## src/rtl/hazard_pkg.sv

```systemverilog
// Shared types and constants for the load-use hazard unit.
// Register/opcode widths, load opcodes, scoreboard width, FSM states.
package hazard_pkg;

    localparam int NREG  = 32;
    localparam int REG_W = 5;
    localparam int OPC_W = 6;
    localparam int CNT_W = 2;
    localparam int HC_W  = 16;

    localparam logic [OPC_W-1:0] LW_OPC = 6'b100011;
    localparam logic [OPC_W-1:0] SW_OPC = 6'b101011;

    typedef enum logic {
        HZ_RUN,
        HZ_STALL
    } hz_state_t;

endpackage

```

## src/rtl/sb_counter.sv

```systemverilog
// One scoreboard cell: 2-bit countdown until a load result is forwardable.
// Priority: reset > flush > set > clear > decrement.
module sb_counter
    import hazard_pkg::*;
(
    input  logic             clk,
    input  logic             rst_n,
    input  logic             flush,
    input  logic             set,
    input  logic [CNT_W-1:0] load_val,
    input  logic             clr,
    output logic             busy
);

    logic [CNT_W-1:0] cnt_q;

    always_ff @(posedge clk) begin
        if (!rst_n) begin
            cnt_q <= '0;
        end else if (flush) begin
            cnt_q <= '0;
        end else if (set) begin
            cnt_q <= load_val;
        end else if (clr) begin
            cnt_q <= '0;
        end else if (cnt_q != '0) begin
            cnt_q <= cnt_q - CNT_W'(1);
        end
    end

    assign busy = (cnt_q != '0);

endmodule

```

## src/rtl/load_use_hazard_unit.sv

```systemverilog
// Load-use hazard detection: per-register load countdown scoreboard,
// ID-stage stall/bubble generation and a saturating stall-event counter.
module load_use_hazard_unit
    import hazard_pkg::*;
#(
    parameter int LOAD_LAT = 2
)
(
    input  logic             clk,
    input  logic             rst_n,
    input  logic             flush,
    input  logic             id_valid,
    input  logic [REG_W-1:0] id_rs,
    input  logic [REG_W-1:0] id_rt,
    input  logic             id_uses_rt,
    input  logic [OPC_W-1:0] id_opcode,
    input  logic             id_wr_en,
    input  logic [REG_W-1:0] id_rd,
    input  logic             wb_valid,
    input  logic [REG_W-1:0] wb_rd,
    output logic             stall,
    output logic             bubble,
    output logic [NREG-1:0]  pending_mask,
    output logic [HC_W-1:0]  hazard_count
);

    localparam logic [CNT_W-1:0] LAT_VAL = CNT_W'(LOAD_LAT);

    logic [NREG-1:0] busy;
    logic            issue;
    logic            ld_issue;
    logic            wb_hit;
    logic            pend_rs;
    logic            pend_rt;
    hz_state_t       state_q;
    logic [HC_W-1:0] count_q;

    assign busy[0] = 1'b0;

    genvar i;
    generate
        for (i = 1; i < NREG; i++) begin : g_cell
            logic set_i;
            logic clr_i;
            assign set_i = ld_issue && (id_rd == REG_W'(i));
            assign clr_i = wb_hit && (wb_rd == REG_W'(i));
            sb_counter u_cell (
                .clk      (clk),
                .rst_n    (rst_n),
                .flush    (flush),
                .set      (set_i),
                .load_val (LAT_VAL),
                .clr      (clr_i),
                .busy     (busy[i])
            );
        end
    endgenerate

    // busy[0] is tied low, so reg 0 never reads as pending
    assign pend_rs = busy[id_rs];
    assign pend_rt = id_uses_rt && busy[id_rt];

    assign stall  = id_valid && !flush && (pend_rs || pend_rt);
    assign bubble = stall;

    assign issue    = id_valid && !stall && !flush;
    assign ld_issue = issue && id_wr_en && (id_rd != '0)
                      && (id_opcode == LW_OPC);
    assign wb_hit   = wb_valid && (wb_rd != '0);

    always_ff @(posedge clk) begin
        if (!rst_n) begin
            state_q <= HZ_RUN;
            count_q <= '0;
        end else if (flush) begin
            state_q <= HZ_RUN;
        end else begin
            unique case (state_q)
                HZ_RUN: begin
                    if (stall) begin
                        state_q <= HZ_STALL;
                        if (count_q != {HC_W{1'b1}})
                            count_q <= count_q + HC_W'(1);
                    end
                end
                HZ_STALL: begin
                    if (!stall)
                        state_q <= HZ_RUN;
                end
            endcase
        end
    end

    assign pending_mask = busy;
    assign hazard_count = count_q;

endmodule

```

## config.mk

```make
export PLATFORM = sky130hd
export DESIGN_NAME = load_use_hazard_unit
export DESIGN_NICKNAME = d
export VERILOG_FILES = /design/src/rtl/hazard_pkg.sv /design/src/rtl/sb_counter.sv /design/src/rtl/load_use_hazard_unit.sv
export SDC_FILE = /design/constraint.sdc
export NUM_CORES = 1
export LEC_CHECK = 0
export BUFFER_PORTS_ARGS = -buffer_cell sky130_fd_sc_hd__buf_4
export CAP_MARGIN = 40
export CORE_MARGIN = 2
export CORE_UTILIZATION = 50
export DETAILED_ROUTE_END_ITERATION = 10
export PLACE_DENSITY = 0.73
export SYNTH_ARGS = -nofsm -noshare
export SYNTH_HDL_FRONTEND = slang
export SYNTH_SLANG_ARGS = --single-unit
```

## constraint.sdc

```tcl
create_clock -name clk -period 5.97 [get_ports clk]
set_clock_uncertainty 0.05 [all_clocks]
set_input_delay 0.597 -clock clk [delete_from_list [all_inputs] [get_ports clk]]
set_output_delay 0.597 -clock clk [all_outputs]
set_load 0.02 [all_outputs]
```

After elaboration in Yosys (flattened, before gate mapping)
Index checks and enable logic that the tools add are counted.

storage, ports and cells
  bits in registers = 79
  bits in latches = 0
  RAM bits = 0
  bits in read-only memories = 0
  bits of input ports = 33
  output and inout bits = 50
  word-level logic and storage cells = 434
  memories = 0

cells by class
  $add $sub $neg = 32
  $mul = 0
  div/mod/pow operators = 0
  magnitude comparators = 2
  equality and inequality tests = 64
  shifts and indexed selects = 0
  muxes and demuxes = 98
  bitwise gates (word level) = 3
  reductions and logical operators = 171

operators by type and width
  kind                     count
  $mux W2                  93
  $eq A5 B5 Y1 const B     32
  $reduce_or A4 Y1         31
  $reduce_bool A3 Y1       31
  $eq A5 B4 Y1 const B     16
  $logic_and A1 B1 Y1      71
  $reduce_bool A2 Y1       31
  $sub A2 B1 Y2 const B    31
  $eq A5 B3 Y1 const B     8
  $eq A5 B2 Y1 const B     4
  $add A16 B1 Y16 const B  1
  $ne A16 B16 Y1 const B   1
  $lt A5 B6 Y1 const B     2
  $bmux W1 S5              2
  $eq A5 B1 Y1 const B     2
  $reduce_bool A5 Y1       2
  $eq A6 B6 Y1 const B     1
  $reduce_and A4 Y1        1
  $mux W1                  3
  $not A1 Y1               3
  $logic_not A1 Y1         2
  $reduce_or A2 Y1         1
  $logic_or A1 B1 Y1       1

Logic depth before layout (Yosys ltp)
  depth after elaboration = 14
  gate-level depth with buffers = 12
  depth with buffers taken out = 9

Modules after synthesis
A second synthesis with hierarchy kept.

second synthesis, totals
  cells, all modules = 725
  area, all modules = 5637.9 um2

modules (own cells, without submodules)
  module                               instances  cells an instance  area an instance (um2)  sequential area each (um2)
  sb_counter at g_cell[10].u_cell ...  26         15                 118.9                   40.0
  load_use_hazard_unit                 1          260                1921.8                  340.3
  sb_counter at g_cell[13].u_cell ...  5          15                 125.1                   40.0

Worst setup path after synthesis
OpenSTA, ideal clock, no wires.

  path type = input-to-output
  start point = input id_rt[1]
  end point = output stall
  data arrival time = 2.444 ns
  data required time = 5.323 ns
  slack = 2.879 ns
  stages on the path = 9
  buffers on the path = 2
  cells stage by stage = clkbuf_1 -> inv_1 -> a2111oi_0 -> o21ai_0 -> a41oi_1 -> a31o_2 -> nor2_8 -> nor2_1 -> buf_4

on the way
  longest elaborated chain between the ends = 5

RTL lines
  what                           line                        text
  from (decl)                    load_use_hazard_unit.sv:14  input logic [REG_W-1:0] id_rt,
  $bmux W1 S5                    load_use_hazard_unit.sv:61  assign pend_rt = id_uses_rt && busy[id_rt];
  $mux W1 (not written as such)  load_use_hazard_unit.sv:61
  $logic_and A1 B1 Y1            load_use_hazard_unit.sv:61
  $logic_or A1 B1 Y1             load_use_hazard_unit.sv:63  assign stall = id_valid && !flush && (pend_rs || pend_rt);
  $logic_and A1 B1 Y1            load_use_hazard_unit.sv:63
  to (decl)                      load_use_hazard_unit.sv:21  output logic stall,

No other way between the ends. The select of a mux whose other input is x is not followed.

Final worst setup path
  start point = register g_cell[31].u_cell.cnt_q[1]
  end point = output stall

on the way
  longest elaborated chain between the ends = 6
  elaborated cells between the ends (all ways) = 8
  classes of those cells = mux: 4; reduce/logical: 4

RTL lines
  what                           line                        text
  from (decl)                    sb_counter.sv:15            logic [CNT_W-1:0] cnt_q;
  from (signal assigned)         sb_counter.sv:23            cnt_q <= load_val;
  from (signal assigned)         sb_counter.sv:27            cnt_q <= cnt_q - CNT_W'(1);
  $reduce_bool A2 Y1 (*)         sb_counter.sv:31            assign busy = (cnt_q != '0);
  $bmux W1 S5                    load_use_hazard_unit.sv:61
  $mux W1 (not written as such)  load_use_hazard_unit.sv:61
  $logic_and A1 B1 Y1            load_use_hazard_unit.sv:61
  $logic_or A1 B1 Y1 (*)         load_use_hazard_unit.sv:63
  $logic_and A1 B1 Y1 (*)        load_use_hazard_unit.sv:63

Mark *: on every way between the ends. The rest lies on a longest branch, timed or not. The select of a mux whose other input is x is not followed.

==> impl_metrics.yaml <==
synth:
  avgSynthCellArea_um2: 8.28
  syn_inst: 555
  synth.area.top_cells: "dfxtp_1 34%, buf_4 5.9%, o22ai_2 5.2%"
  synth_area_leader_cell: "dfxtp_1"
  ys_seq_area_share_pct: 34.4
  synth_cell_type_count: 56
  synth_seq_cells: 79
  synth-edff-count: 0
  synth_nets: 589
  netlist_area_mm2: 0.00460
  ys.flop_type: "dfxtp_1"
  yosys_warnings: 0
  netlist.area_leader.share_pct: 34.4
  async_reset_ff_share_pct: 0
sta:
  worst_pin_slew_ps: 915
  setup_viol: 0
  fmax_mhz: 295
  tns_ps: 0
  drv_slew: 0
  hold_ws_ps: 388
  fin_crit_ps: 3400
  report.final.hold_viol_count: 0
  fin_ws_ps: 2570
  slew_headroom_pct: 39.0
  period_share_pct: 56.9
  rsz0062_at_grt: "no"
grt:
  grt_pass1_vias: 3883
  grt_pass1_wl_um: 20300
  grt.busiest_layer: "met2"
  grtUsageMet3_pct: 4.60
  grt_max_degree: 31
  use_met1_pct: 36.3
  use_met2_pct: 41.0
  antenna_found_initial: 0
  grt_overflow: 0
  grt_usage_pct: 26.2
finish:
  drive_gt1_share_pct: 24.4
  postLayoutCoreUtil_pct: 58.9
  final_area_mm2: 0.00519
  stdcell_count: 702
  fillCellCount: 807
  area_growth_pct: 12.8
  diodes: 0
  fin_nets: 624
cts:
  cts_buffers: 9
  holdBufCountCts: 0
  post-cts-setup-buffers: 0
  cts_resized: 0
  clk_path_buf_depth: 2
  cts_tree: "built"
  cts.clk_slew.worst_paths_ps: 80
  clock-sinks: 79
  ctsHtreeMaxLevel: 3
  clockRootBuffer: "clkbuf_8"
  insertion_delay_ps: 360
floorplanning:
  io_pins: 83
  die_height_um: 99.9
  core_area_mm2: 0.00881
  start_util_pct: 52.2
  fp.dieW_um: 99.9
  rows: 34
  die-area_mm2: 0.00998
place:
  dp_cells: 687
  dpl_worst_slack_ps: 2660
  dpl.hpwl_um: 9970
  portBuffers: 81
  gp_congestion: 0.953
  place_area_mm2: 0.00497
worst_setup_path:
  rrSetupSlack_ps: 2940
  worst_ep_required_time_ps: 5320
  path_class: "flip-flop to primary output"
  end_kind: "primary output"
  critPathMaxFanout: 9
  arrival_ps: 2750
  crit_path_top_delay_cell: "mux4_2"
  crit_path_start_kind: "flip-flop"
  cpMostUsedCell: "mux2_2"
  crit_path_cell_trace: "or2_1, mux2_2, mux4_2, mux2_2, a32o_2, nor2_8, nor2_1, buf_4"
  max_stage_delay_ps: 460
route:
  first_pass_iters: 5
  viasPerCell: 6.17
  ant_nets: 0
  drc: 0
  dr_total_vias: 4330
  drt-initial-drc-count: 303
  wl_per_cell_um: 18.8
  drt_wl_total_um: 13200
worst_hold_path:
  min_path_type: "flip-flop to flip-flop"
pwr:
  p_leak_nw: 1.90
  powerDensity_mw_per_mm2: 205
  ir_drop_mv: 0.115
  total_power_mw: 1.06
status:
  outcome: "finished clean"
run:
  drv_cap: 0
## flip-flops by register name, indices dropped and copies added, names as in the netlist
register and count:
state_q 1, hazard_count 16, g_cell.u_cell.cnt_q 62
## critical path: cells and delay by family (launching register included)
family	cells	cell delay, ps
compound gates	1	310
buf+inv	1	160
flops	1	320
mux	3	1030
simple gates	3	560
## area by class of cell
type / instances / area (um2) / share of cell area [%]
clock buffers: 10 / 128 / 2.46
clock inverters: 5 / 83.8 / 1.62
inverters: 40 / 150 / 2.90
multi-input cells: 377 / 2480 / 47.9
flip-flops and latches: 79 / 1580 / 30.5
well taps: 108 / 135 / 2.61
repair buffers: 83 / 623 / 12.0
## kinds of logic (layout without fill, tap and decap cells)
family | count (synthesis) | in the layout | share of synthesized area (%)
AOI/OAI and AO/OA | 154 | 154 | 25.4
xor gates and xnor gates | 4 | 4 | 0.762
adders and majority gates | 1 | 1 | 0.272
buffers and inverters | 99 | 138 | 11.5
DFF | 79 | 79 | 34.4
muxes | 14 | 14 | 4.57
other | 1 | 1 | 0.0816
and+or+nand+nor | 203 | 203 | 23.0
## cell usage after synthesis, types with 9 or more instances
library cell  count
or2_1             9
nor3_1           29
nor2_1           39
inv_1            39
nand2_1          49
clkbuf_1         12
buf_4            36
a211oi_1         28
o22ai_2          19
or2_2            11
a21oi_1          29
o21ai_0          13
nand2b_1         18
dfxtp_1          79
o21ai_1          10
o211ai_1         26
## placed cells by master (no fill, tap or decap), drive strengths merged, types with 2 or more instances in the layout
master    instances
nand4b            2
nor4              2
nand2b           18
buf              83
or2              20
and3              3
a2111oi           3
bufinv            2
nor3             29
nor2             40
mux2i             3
a211oi           28
inv              40
clkinvlp          2
o31ai             3
nor4b             8
a21oi            29
mux2              6
dfxtp            79
o211ai           26
or3               8
nand4             6
and4              2
nand3             8
o21ai            24
a31oi             2
o311ai            8
o21a              2
clkbuf           10
nor3b             3
o2111ai           2
o22ai            19
xor2              4
o311a             2
mux4              5
nand2            50
## metal layers
metal	routed length [um]	share of wire (%)	vias up
met2	6080	46	216
met4	253	1.9	0
met1	5810	44	2047
met3	1070	8.1	21
li1	-	-	2046
met5	0	0	-
## where the power goes
part	switching, mW	internal [mW]
Clock	0.198	0.234
Sequential	0.000611	0.527
Combinational	0.0668	0.0350
## path summary, 6_finish.rpt
check                        startpoint                    endpoint  cells past startpoint
max          g_cell[31].u_cell.cnt_q[1]                       stall                      8
max reg2reg  g_cell[31].u_cell.cnt_q[1]  g_cell[16].u_cell.cnt_q[0]                      8
min reg2reg   g_cell[4].u_cell.cnt_q[0]   g_cell[4].u_cell.cnt_q[0]                      1
min           g_cell[4].u_cell.cnt_q[0]   g_cell[4].u_cell.cnt_q[0]                      1
(Power assumes the default switching activity.)
